===== src/rtl/serial_paralelo_rx.sv =====
// serial_paralelo_rx: MSB-first serial-to-parallel receiver with COMMA byte alignment; optional COMMA counter via SERIAL_PARALELO_COMMA_CNT_EN
module serial_paralelo_rx #(
    parameter logic [7:0]  COMMA      = 8'hBC,
    parameter logic [7:0]  IDLE       = 8'h7C,
    parameter int unsigned LOCK_COUNT = 4
) (
    input  logic       clk_32f,
    input  logic       reset_L,
    input  logic       data_in,
    output logic [7:0] data_out,
    output logic       valid_out,
    output logic       active,
`ifdef SERIAL_PARALELO_COMMA_CNT_EN
    output logic [7:0] comma_seen,
`endif
    output logic       byte_strobe
);
    typedef enum logic [1:0] {SEARCH, LOCKING, ACTIVE} state_t;
    localparam logic [3:0] LOCK_N = LOCK_COUNT[3:0];
    state_t      state_q, state_d;
    logic [6:0]  sr_q, sr_d;
    logic [2:0]  bit_cnt_q, bit_cnt_d;
    logic [3:0]  comma_cnt_q, comma_cnt_d;
    logic [7:0]  data_out_q, data_out_d;
    logic        valid_q, valid_d;
    logic        active_q, active_d;
    logic        strobe_q, strobe_d;
    logic [7:0]  comma_seen_q, comma_seen_d;
    logic [7:0]  window;
    logic        boundary;
    logic        is_comma;
    assign window   = {sr_q, data_in};
    assign boundary = bit_cnt_q == 3'd7;
    assign is_comma = window == COMMA;
    // next-state: bitwise comma hunt, aligned lock counting, then byte delivery
    always_comb begin
        state_d      = state_q;
        sr_d         = window[6:0];
        bit_cnt_d    = bit_cnt_q + 3'd1;
        comma_cnt_d  = comma_cnt_q;
        data_out_d   = data_out_q;
        valid_d      = valid_q;
        active_d     = active_q;
        strobe_d     = 1'b0;
        comma_seen_d = comma_seen_q;
        case (state_q)
            SEARCH: begin
                if (is_comma) begin
                    bit_cnt_d   = 3'd0;
                    comma_cnt_d = 4'd1;
                    state_d     = (LOCK_N == 4'd1) ? ACTIVE : LOCKING;
                    active_d    = LOCK_N == 4'd1;
                end
            end
            LOCKING: begin
                if (boundary) begin
                    comma_cnt_d = is_comma ? comma_cnt_q + 4'd1 : 4'd0;
                    state_d     = !is_comma ? SEARCH : (comma_cnt_d == LOCK_N) ? ACTIVE : LOCKING;
                    active_d    = is_comma && comma_cnt_d == LOCK_N;
                end
            end
            ACTIVE: begin
                if (boundary) begin
                    data_out_d   = window;
                    strobe_d     = 1'b1;
                    valid_d      = !is_comma && window != IDLE;
                    comma_seen_d = (is_comma && comma_seen_q != 8'hFF) ? comma_seen_q + 8'd1 : comma_seen_q;
                end
            end
            default: state_d = SEARCH;
        endcase
    end
    // state and output registers; reset clears everything without waiting for a clock
    always_ff @(posedge clk_32f or negedge reset_L) begin
        if (!reset_L) begin
            state_q      <= SEARCH;
            sr_q         <= '0;
            bit_cnt_q    <= '0;
            comma_cnt_q  <= '0;
            data_out_q   <= '0;
            valid_q      <= 1'b0;
            active_q     <= 1'b0;
            strobe_q     <= 1'b0;
            comma_seen_q <= '0;
        end else begin
            state_q      <= state_d;
            sr_q         <= sr_d;
            bit_cnt_q    <= bit_cnt_d;
            comma_cnt_q  <= comma_cnt_d;
            data_out_q   <= data_out_d;
            valid_q      <= valid_d;
            active_q     <= active_d;
            strobe_q     <= strobe_d;
            comma_seen_q <= comma_seen_d;
        end
    end
    assign data_out    = data_out_q;
    assign valid_out   = valid_q;
    assign active      = active_q;
    assign byte_strobe = strobe_q;
`ifdef SERIAL_PARALELO_COMMA_CNT_EN
    assign comma_seen  = comma_seen_q;
`else
    logic unused_cs;
    assign unused_cs = ^comma_seen_q;
`endif
endmodule


===== config.mk =====
export PLATFORM = sky130hd
export DESIGN_NAME = serial_paralelo_rx
export DESIGN_NICKNAME = d
export VERILOG_FILES = /design/src/rtl/serial_paralelo_rx.sv
export SDC_FILE = /design/constraint.sdc
export NUM_CORES = 1
export LEC_CHECK = 0
export ABC_AREA = 1
export CAP_MARGIN = 0
export CORE_ASPECT_RATIO = 0.8
export CORE_MARGIN = 5
export CORE_UTILIZATION = 50
export CTS_CLUSTER_SIZE = 25
export DETAILED_ROUTE_END_ITERATION = 16
export DONT_BUFFER_PORTS = 1
export PLACE_DENSITY = 0.66
export SLEW_MARGIN = 20
export SYNTH_ARGS = -nofsm -noshare
export SYNTH_HDL_FRONTEND = slang
export SYNTH_SLANG_ARGS = --single-unit

===== constraint.sdc =====
create_clock -name clk_32f -period 3.85 [get_ports clk_32f]
set_input_delay 0 -clock clk_32f [delete_from_list [all_inputs] [get_ports clk_32f]]
set_output_delay 0 -clock clk_32f [all_outputs]
set_load 0.02 [all_outputs]

==> results of run 1 <==
## cell families (layout without fill, tap and decap cells)
| logic type | Yosys count | count (layout) | synth area share |
|---|---|---|---|
| simple gates | 62 | 62 | 0.275 |
| flops | 27 | 27 | 0.587 |
| buf+inv | 18 | 24 | 0.0598 |
| compound gates | 9 | 9 | 0.0457 |
| fa+ha+maj | 3 | 3 | 0.0326 |
## registers in the layout (all words and copies together) (netlist names)
name and flops:
data_out 8, bit_cnt_q 3, byte_strobe 1, active 1
valid_out 1, state_q 2, sr_q 7, comma_cnt_q 4
## per-stage QoR
| stage | power [W] | setup slack (ps) |
|---|---|---|
| after floorplan | 0.000315 | 2590 |
| after global placement | 0.000318 | 2460 |
| after detailed placement | 0.000318 | 2440 |
| after CTS | 0.000445 | 2430 |
| after global routing | 0.000462 | 2290 |
| final | 0.000438 | 2430 |
## per-layer routing
metal  part of all wire  up-vias
met1               0.48      341
li1                   -      385
met5                  0        -
met4             0.0080        0
met2               0.46       11
met3              0.044        2
## power breakdown
part / internal (W) / switching, W / leakage [nW]
registers: 0.000292 / 0.0000113 / 0.323
logic: 0.00000691 / 0.0000118 / 0.274
clock network: 0.0000389 / 0.0000777 / 0.0177
total: 0.000337 / 0.000101 / 0.615
## worst max-delay path by stage
stage,cells after the start,end,start,slack (ps)
global route,6,data_out[5]$_DFFE_PN0P_,bit_cnt_q[0]$_DFF_PN0_,2290
floorplan,6,comma_cnt_q[2]$_DFFE_PN0P_,bit_cnt_q[0]$_DFF_PN0_,2590
global placement,6,valid_out$_DFFE_PN0P_,bit_cnt_q[0]$_DFF_PN0_,2460
detailed placement,6,valid_out$_DFFE_PN0P_,bit_cnt_q[0]$_DFF_PN0_,2440
CTS,6,valid_out$_DFFE_PN0P_,bit_cnt_q[0]$_DFF_PN0_,2430
finish,6,valid_out$_DFFE_PN0P_,bit_cnt_q[0]$_DFF_PN0_,2430
## cell usage in the layout, fill, tap and decap left out, drive strengths merged
cell type | netlist | routed
nor3 | 1 | 1
dlygate4sd3 | 0 | 2
nand2 | 38 | 38
dfrtp | 27 | 27
nand4 | 3 | 3
inv | 16 | 16
clkinv | 1 | 2
clkbuf | 0 | 3
ha | 3 | 3
nand3 | 8 | 8
o21ai | 9 | 9
nor2 | 12 | 12
buf | 1 | 1
## cell type report
type / count / area, um^2
clock buffers: 3 / 22.5
flip-flops and latches: 27 / 676
multi-input cells: 74 / 407
repair buffers: 3 / 40.0
inverters: 17 / 63.8
clock inverters: 1 / 5.00
well taps: 25 / 31.3
fillers: 194 / 932
## repair_timing
action | 4_1_cts | 5_1_grt
hold endpoints to repair | 29 | 0
hold buffers | 3 | 0
buffers inserted | 0 | 0
==> run metrics, run 1 <==
Placed Cells approximately 140; Post-synth top flop dfrtp_1; GR Overflow Total 0; Total GRT Usage 0.124; utilization after layout 0.572; TritonCTS clock tree done; top cell type's share of synthesized area 0.587; Hold Path Class in -> async; leak pwr about 0.6 nW; Req. time, crit path 4070 ps; RSZ-0062 raised after global routing no; fin nets around 130; top-count cell post-synth nand2_1; met3 global-route usage 0.0467; met2 Use GR 0.198; Mean Syn Cell Area roughly 9.7 um^2; synthesized cell area about 1200 um^2; worst clock skew 3.82 ps; sequential element share of the synthesized area 0.587; Cells after Synth 119; # setup viols final 0; synth top area cells dfrtp_1, nand2_1, ha_1; Worst Setup Start Kind flop; DR vias roughly 740; Avg WL per Cell roughly 12 um; Hold Vio Cnt, Final 0; core footprint approximately 2200 um^2; Die H between 50 and 60 um; routability cong. 0.772; Worst setup EP type flop; Max VDD drop between 0.3 and 0.4 mV; Total Wirelength about 1800 um; post-layout instance area approximately 1200 um^2; initial antenna violation count 0; Rows 15; P&R area growth vs syn 8.15%; r2r setup slk between 2000 and 2500 ps; PD cells between 300 and 400 nW/um^2; Worst slew margin 0.800; cell taking the most area after synthesis dfrtp_1; Seq cells post-synth 27; largest net degree at the start of global routing 28; critical path's top delay family adder cells; Clock Sinks 27; CTS Root Cell clkbuf_4; Die X-Extent around 64 um; PostCTS Resize Cnt 0; PortBufs 0; Worst Max-Slew Pin Slew between 300 and 400 ps; first drt pass iteration count 4; fmax 706 MHz; Tcrit/Tclk final 0.368; First DRT Iteration DRCs 13; final setup TNS 0 ps; DIE AREA between 3000 and 4000 um^2; slowest CP cell dfrtp_1; Hold Slack 89.0 ps; Crit Reg-Reg Endpoint valid_out$_DFFE_PN0P_; starting density of the core 0.529; Slew Limit Fails 0; post-layout min period 1420 ps; Routed Antenna Nets 0; HPWL after DPL roughly 1400 um; crit-path max FO 14; Non-Filler Instances 150; Via density slightly below 5; asr flop ratio synth 1.00; drc violations 0; Ant. Diodes 0; first-pass GRT wire length between 3000 and 4000 um; Skew-Pair Late Insertion Delay 310 ps; crit path DAT 1640 ps; met1 usage 0.160; Most Frequent Cell on Critical Path ha_1; ranking of synthesized cells by instance count nand2_1, dfrtp_1, inv_1; Reg-to-Reg Start bit_cnt_q[0]$_DFF_PN0_; placed inst area approximately 1200 um^2; Reg clk slew, reported paths 140 ps; path depth of the worst reg2reg path 6; H-tree Lvls 1; number of buffers created by CTS 3; clock buffer depth 2; worst setup path class reg -> reg; Post-synth EDFFs 0; Buf+Inv Stages, Crit Path 1; GR peak layer met2; critical path's largest stage delay approximately 400 ps; Max Cap Violations 0; Mapped Nets around 130; Synth cell types 20; CP Cell Sequence ha_1 > ha_1 > nand3_2 > inv_2 > nand3_1 > nand2_1; status complete, no violations; vias in the first global route 738; share of layout cells above drive strength 1 0.192; Yosys warning count 0; num ports 14
No activity file was read; power rests on OpenSTA's default activity.
==> run 2, diff against run 1 <==
- PLACE_DENSITY: 0.66 -> 0.69
- clock period: 3.85 -> 1.2 ns (I/O delays scaled with it)
==> run 2 against run 1 <==
  * Final area is 16% higher
  * Largest power group unchanged
  * Critical path type unchanged
  * The run now ends with setup timing left
  * Setup slack got worse by 2500 ps
  * Count of clock-buffer cells in the layout increased by 1
==> run metrics, run 2 (same netlist as run 1, synthesis figures left out) <==
status finished, violations left (was complete, no violations); failing checks setup timing; Most Frequent Cell on Critical Path nor2_2 (was ha_1); Worst slew margin 0.825 (was 0.800); Non-Filler Instances 161 (was 150); utilization after layout 0.661 (was 0.572); worst setup path class reg -> reg (unchanged); final setup TNS -145 ps (was 0 ps); placed inst area 1250 um^2 (was 1180 um^2); slowest CP cell dfrtp_1 (unchanged); H-tree Lvls 1 (unchanged); Ant. Diodes 0 (unchanged); Buf+Inv Stages, Crit Path 0 (was 1); Max Cap Violations 0 (unchanged); critical path's largest stage delay 440 ps (was 410 ps); Reg-to-Reg Start comma_cnt_q[0]$_DFFE_PN0P_ (was bit_cnt_q[0]$_DFF_PN0_); first drt pass iteration count 4 (unchanged); post-layout min period 1260 ps (was 1420 ps); leak pwr 0.704 nW (was 0.615 nW); vias in the first global route 768 (was 738); First DRT Iteration DRCs 15 (was 13); PortBufs 0 (unchanged); GR Overflow Total 0 (unchanged); clock buffer depth 2 (unchanged); crit path DAT 1530 ps (was 1640 ps); Clock Sinks 27 (unchanged); Tcrit/Tclk final 1.05 (was 0.368); HPWL after DPL 1420 um (was 1370 um); num ports 14 (unchanged); Crit Reg-Reg Endpoint active$_DFFE_PN0P_ (was valid_out$_DFFE_PN0P_); number of buffers created by CTS 3 (unchanged); Rows 15 (unchanged); Reg clk slew, reported paths 130 ps (was 140 ps); CP Cell Sequence ha_4 > nor2_2 > nand4_1 > nor2_2 > nand3_2 > nand2_1 (was ha_1 > ha_1 > nand3_2 > inv_2 > nand3_1 > nand2_1); first-pass GRT wire length 3300 um (was 3240 um); fmax 792 MHz (was 706 MHz); r2r setup slk -60 ps (was 2430 ps); # setup viols final 6 (was 0); routability cong. 0.854 (was 0.772); Worst Setup Start Kind flop (unchanged); TritonCTS clock tree done (unchanged); Total GRT Usage 0.127 (was 0.124); critical path's top delay family simple AND/OR/NAND/NOR gates (was adder cells); Placed Cells 153 (was 143); CTS Root Cell clkbuf_4 (unchanged); commonest non-fill, non-tap cell in the layout dfrtp_1 (was nand2_1); drc violations 0 (unchanged); Max VDD drop 0.968 mV (was 0.366 mV); path depth of the worst reg2reg path 6 (unchanged); Slew Limit Fails 0 (unchanged); Largest register FFs 8 (unchanged); crit-path max FO 2 (was 14); Worst setup EP type flop (unchanged); Hold Vio Cnt, Final 0 (unchanged); RSZ-0062 raised after global routing yes (was no); DR vias 807 (was 739); post-layout instance area 1440 um^2 (was 1240 um^2); worst clock skew 7.41 ps (was 3.82 ps); Hold Path Class in -> async (unchanged); share of layout cells above drive strength 1 0.419 (was 0.192); commonest non-fill, non-tap cells in the layout dfrtp_1, nand2_1, nand2_2, inv_2, inv_1 (was nand2_1, dfrtp_1, inv_1, nor2_1); DIE AREA 3370 um^2 (unchanged); PD cells 984 nW/um^2 (was 352 nW/um^2); filler cell count 172 (was 194); largest net degree at the start of global routing 28 (unchanged); Total Wirelength 1920 um (was 1760 um); Worst Max-Slew Pin Slew 262 ps (was 300 ps); Skew-Pair Late Insertion Delay 310 ps (about the same); P&R area growth vs syn 25.0% (was 8.15%); Die H 52.9 um (unchanged); setup ws final -62.0 ps (was 2430 ps); fin nets 143 (was 132); Die X-Extent 63.6 um (unchanged); Via density 5.01 (was 4.93); initial antenna violation count 0 (unchanged); core footprint 2180 um^2 (unchanged); Req. time, crit path 1470 ps (was 4070 ps); starting density of the core 0.529 (unchanged); Avg WL per Cell 11.9 um (was 11.7 um); Routed Antenna Nets 0 (unchanged)
run 2: stage by stage:
stage               power (W)  setup slack [ps]  hold WS [ps]
floorplan             0.00101             -23.4          -296
global route          0.00149              -139          99.2
CTS                   0.00143              -123          94.7
finish                0.00142             -62.0          89.5
global placement      0.00102             -81.9          -295
detailed placement    0.00103              -119          -295
run 2: worst max path at each step:
stage,startpoint,endpoint,slack (ps),depth (start not counted)
after floorplan,comma_cnt_q[1]$_DFFE_PN0P_,active$_DFFE_PN0P_,-20,6
after global placement,bit_cnt_q[0]$_DFF_PN0_,comma_cnt_q[2]$_DFFE_PN0P_,-80,6
after detailed placement,comma_cnt_q[1]$_DFFE_PN0P_,active$_DFFE_PN0P_,-120,6
after CTS,comma_cnt_q[1]$_DFFE_PN0P_,active$_DFFE_PN0P_,-120,6
after global routing,comma_cnt_q[1]$_DFFE_PN0P_,active$_DFFE_PN0P_,-140,8
final,comma_cnt_q[0]$_DFFE_PN0P_,active$_DFFE_PN0P_,-60,6
run 2: report_power, final:
group          switching, W   total, W  internal [W]
logic             0.0000396  0.0000688     0.0000292
registers         0.0000395   0.000975      0.000935
clock network      0.000243   0.000372      0.000130
run 2: layout make-up:
| class | instances | area (um^2) | share of cell area |
|---|---|---|---|
| repair buffers | 14 | 138 | 0.0957 |
| well taps | 25 | 31.3 | 0.0217 |
| flip-flops and latches | 27 | 676 | 0.470 |
| multi-input cells | 74 | 502 | 0.349 |
| inverters | 17 | 66.3 | 0.0461 |
| clock buffers | 4 | 26.3 | 0.0183 |
run 2: timing repair:
item | in CTS | in global routing
gates cloned | 0 | 0
buffers inserted | 0 | 1
pin swaps | 6 | 14
hold buffers | 3 | 0
setup endpoints to repair | 16 | 19
endpoints found under the hold margin | 29 | 0
gates resized for setup | 8 | 24
run 2: layer usage:
layer,up-vias,global-route usage,share of wire
li1,408,-,-
met1,381,0.159,0.48
met2,16,0.209,0.45
met3,2,0.0594,0.062
met4,0,0.0104,0.0063
met5,-,0,0
==> run 3, diff against run 2 <==
- CELL_PAD_IN_SITES_DETAIL_PLACEMENT: unset -> 0
- CELL_PAD_IN_SITES_GLOBAL_PLACEMENT: unset -> 1
- CORE_UTILIZATION: 50 -> 42
- PLACE_DENSITY: 0.69 -> 0.73
==> run 3 against run 2 <==
  * The flow still finishes with violations (setup timing)
  * Non-clock buffer count increased by 2
  * Sequential share of layout area decreased by 1.2 points
  * Power is 1.6% higher
  * Via count is 0.37% higher
  * Final cell count is 9.3% higher
  * Hold slack lost 3.5 ps
  * Sequential power hardly changed
==> run metrics, run 3 (same netlist as run 1, synthesis figures left out) <==
status finished, violations left (unchanged); failing checks setup timing (unchanged); Ant. Diodes 0 (unchanged); PD cells 975 nW/um^2 (was 984 nW/um^2); filler cell count 260 (was 172); Total Wirelength 2050 um (was 1920 um); routability cong. 0.822 (was 0.854); worst setup path class reg -> reg (unchanged); GR Overflow Total 0 (unchanged); Skew-Pair Late Insertion Delay 320 ps (was 310 ps); starting density of the core 0.426 (was 0.529); setup ws final -80.8 ps (was -62.0 ps); first drt pass iteration count 4 (unchanged); Non-Filler Instances 176 (was 161); fmax 781 MHz (was 792 MHz); r2r setup slk -80 ps (was -60 ps); share of layout cells above drive strength 1 0.413 (was 0.419); First DRT Iteration DRCs 34 (was 15); # setup viols final 12 (was 6); Die H 56.8 um (was 52.9 um); commonest non-fill, non-tap cells in the layout dfrtp_1, nand2_1, nand2_2, buf_4, inv_1 (was dfrtp_1, nand2_1, nand2_2, inv_2, inv_1); DIE AREA 3890 um^2 (was 3370 um^2); utilization after layout 0.547 (was 0.661); PortBufs 0 (unchanged); core footprint 2700 um^2 (was 2180 um^2); path depth of the worst reg2reg path 6 (unchanged); Req. time, crit path 1460 ps (was 1470 ps); Routed Antenna Nets 0 (unchanged); Crit Reg-Reg Endpoint active$_DFFE_PN0P_ (unchanged); Largest register FFs 8 (unchanged); num ports 14 (unchanged); Total Power 0.00144 W (was 0.00142 W); Max Cap Violations 0 (unchanged); Hold Vio Cnt, Final 0 (unchanged); CTS Root Cell clkbuf_4 (unchanged); Slew Limit Fails 0 (unchanged); largest net degree at the start of global routing 28 (unchanged); Hold Slack 86.1 ps (was 89.5 ps); number of buffers created by CTS 3 (unchanged); P&R area growth vs syn 28.3% (was 25.0%); final setup TNS -341 ps (was -145 ps); Die X-Extent 68.5 um (was 63.6 um); Clock Sinks 27 (unchanged); Total GRT Usage 0.118 (was 0.127); initial antenna violation count 0 (unchanged); Hold Path Class in -> async (unchanged); TritonCTS clock tree done (unchanged); worst clock skew 8.50 ps (was 7.41 ps); first-pass GRT wire length 3470 um (was 3300 um); commonest non-fill, non-tap cell in the layout dfrtp_1 (unchanged); leak pwr 0.714 nW (was 0.704 nW); RSZ-0062 raised after global routing yes (unchanged); clock buffer depth 2 (unchanged); Placed Cells 165 (was 153); Reg-to-Reg Start comma_cnt_q[1]$_DFFE_PN0P_ (was comma_cnt_q[0]$_DFFE_PN0P_); crit-path max FO 2 (unchanged); Worst Max-Slew Pin Slew 281 ps (was 262 ps); vias in the first global route 786 (was 768); fin nets 145 (was 143); Tcrit/Tclk final 1.07 (was 1.05); Worst Setup Start Kind flop (unchanged); Avg WL per Cell 11.6 um (was 11.9 um); crit path DAT 1540 ps (was 1530 ps); post-layout min period 1280 ps (was 1260 ps); H-tree Lvls 1 (unchanged); Critical Path Start comma_cnt_q[1]$_DFFE_PN0P_ (was comma_cnt_q[0]$_DFFE_PN0P_); Via density 4.60 (was 5.01); drc violations 0 (unchanged); Critical Path End active$_DFFE_PN0P_ (unchanged); Rows 17 (was 15); Worst setup EP type flop (unchanged); DR vias 810 (was 807); Reg clk slew, reported paths 140 ps (was 130 ps); Max VDD drop 0.847 mV (was 0.968 mV); HPWL after DPL 1440 um (was 1420 um); Worst slew margin 0.812 (was 0.825)
run 3: metrics by stage:
| stage | worst slack [ps] | cell area, um^2 |
|---|---|---|
| floorplan | -23.4 | 1160 |
| global placement | -101 | 1280 |
| detailed placement | -110 | 1280 |
| CTS | -88.6 | 1390 |
| global route | -158 | 1480 |
| finish | -80.8 | 1480 |
run 3: cell type report:
cell class / count / area (um^2) / area share
clock buffers: 4 / 26.3 / 0.0178
repair buffers: 16 / 168 / 0.114
flip-flops and latches: 27 / 676 / 0.458
inverters: 17 / 63.8 / 0.0432
well taps: 38 / 47.5 / 0.0322
multi-input cells: 74 / 495 / 0.336
run 3: worst min-delay path by stage:
stage | depth (start not counted) | startpoint | slack (ps) | to
floorplan | 0 | reset_L | -300 | active$_DFFE_PN0P_
global placement | 0 | reset_L | -290 | bit_cnt_q[0]$_DFF_PN0_
detailed placement | 0 | reset_L | -290 | bit_cnt_q[0]$_DFF_PN0_
CTS | 2 | reset_L | 80 | comma_cnt_q[0]$_DFFE_PN0P_
global route | 2 | reset_L | 70 | comma_cnt_q[0]$_DFFE_PN0P_
finish | 2 | reset_L | 90 | comma_cnt_q[0]$_DFFE_PN0P_
run 3: critical path, cell delays in order (launching register included):
cell and delay, ps:
dfrtp_1 400, ha_1 300, nor2_1 90, nand4_1 110
nor2_2 160, nand3_2 90, nand2_1 60
run 3: repair_timing:
item | CTS | global route
buffers inserted | 1 | 2
hold buffers | 3 | 0
endpoints found under the hold margin | 29 | 0
resized for setup | 10 | 17
cloned | 0 | 1
setup endpoints to repair | 16 | 19
pin swaps | 5 | 6
run 3: metal layers:
| layer | wire (um) | up-vias | GRT usage |
|---|---|---|---|
| met1 | 951 | 383 | 0.154 |
| met5 | 0 | - | 0 |
| met4 | 9 | 0 | 0.0170 |
| met3 | 99 | 2 | 0.0540 |
| met2 | 985 | 10 | 0.182 |
| li1 | - | 415 | - |
run 3: power by group:
group / internal, W / switching (W)
clock: 0.000130 / 0.000249
combinational: 0.0000414 / 0.0000446
sequential: 0.000935 / 0.0000392
total: 0.00111 / 0.000333
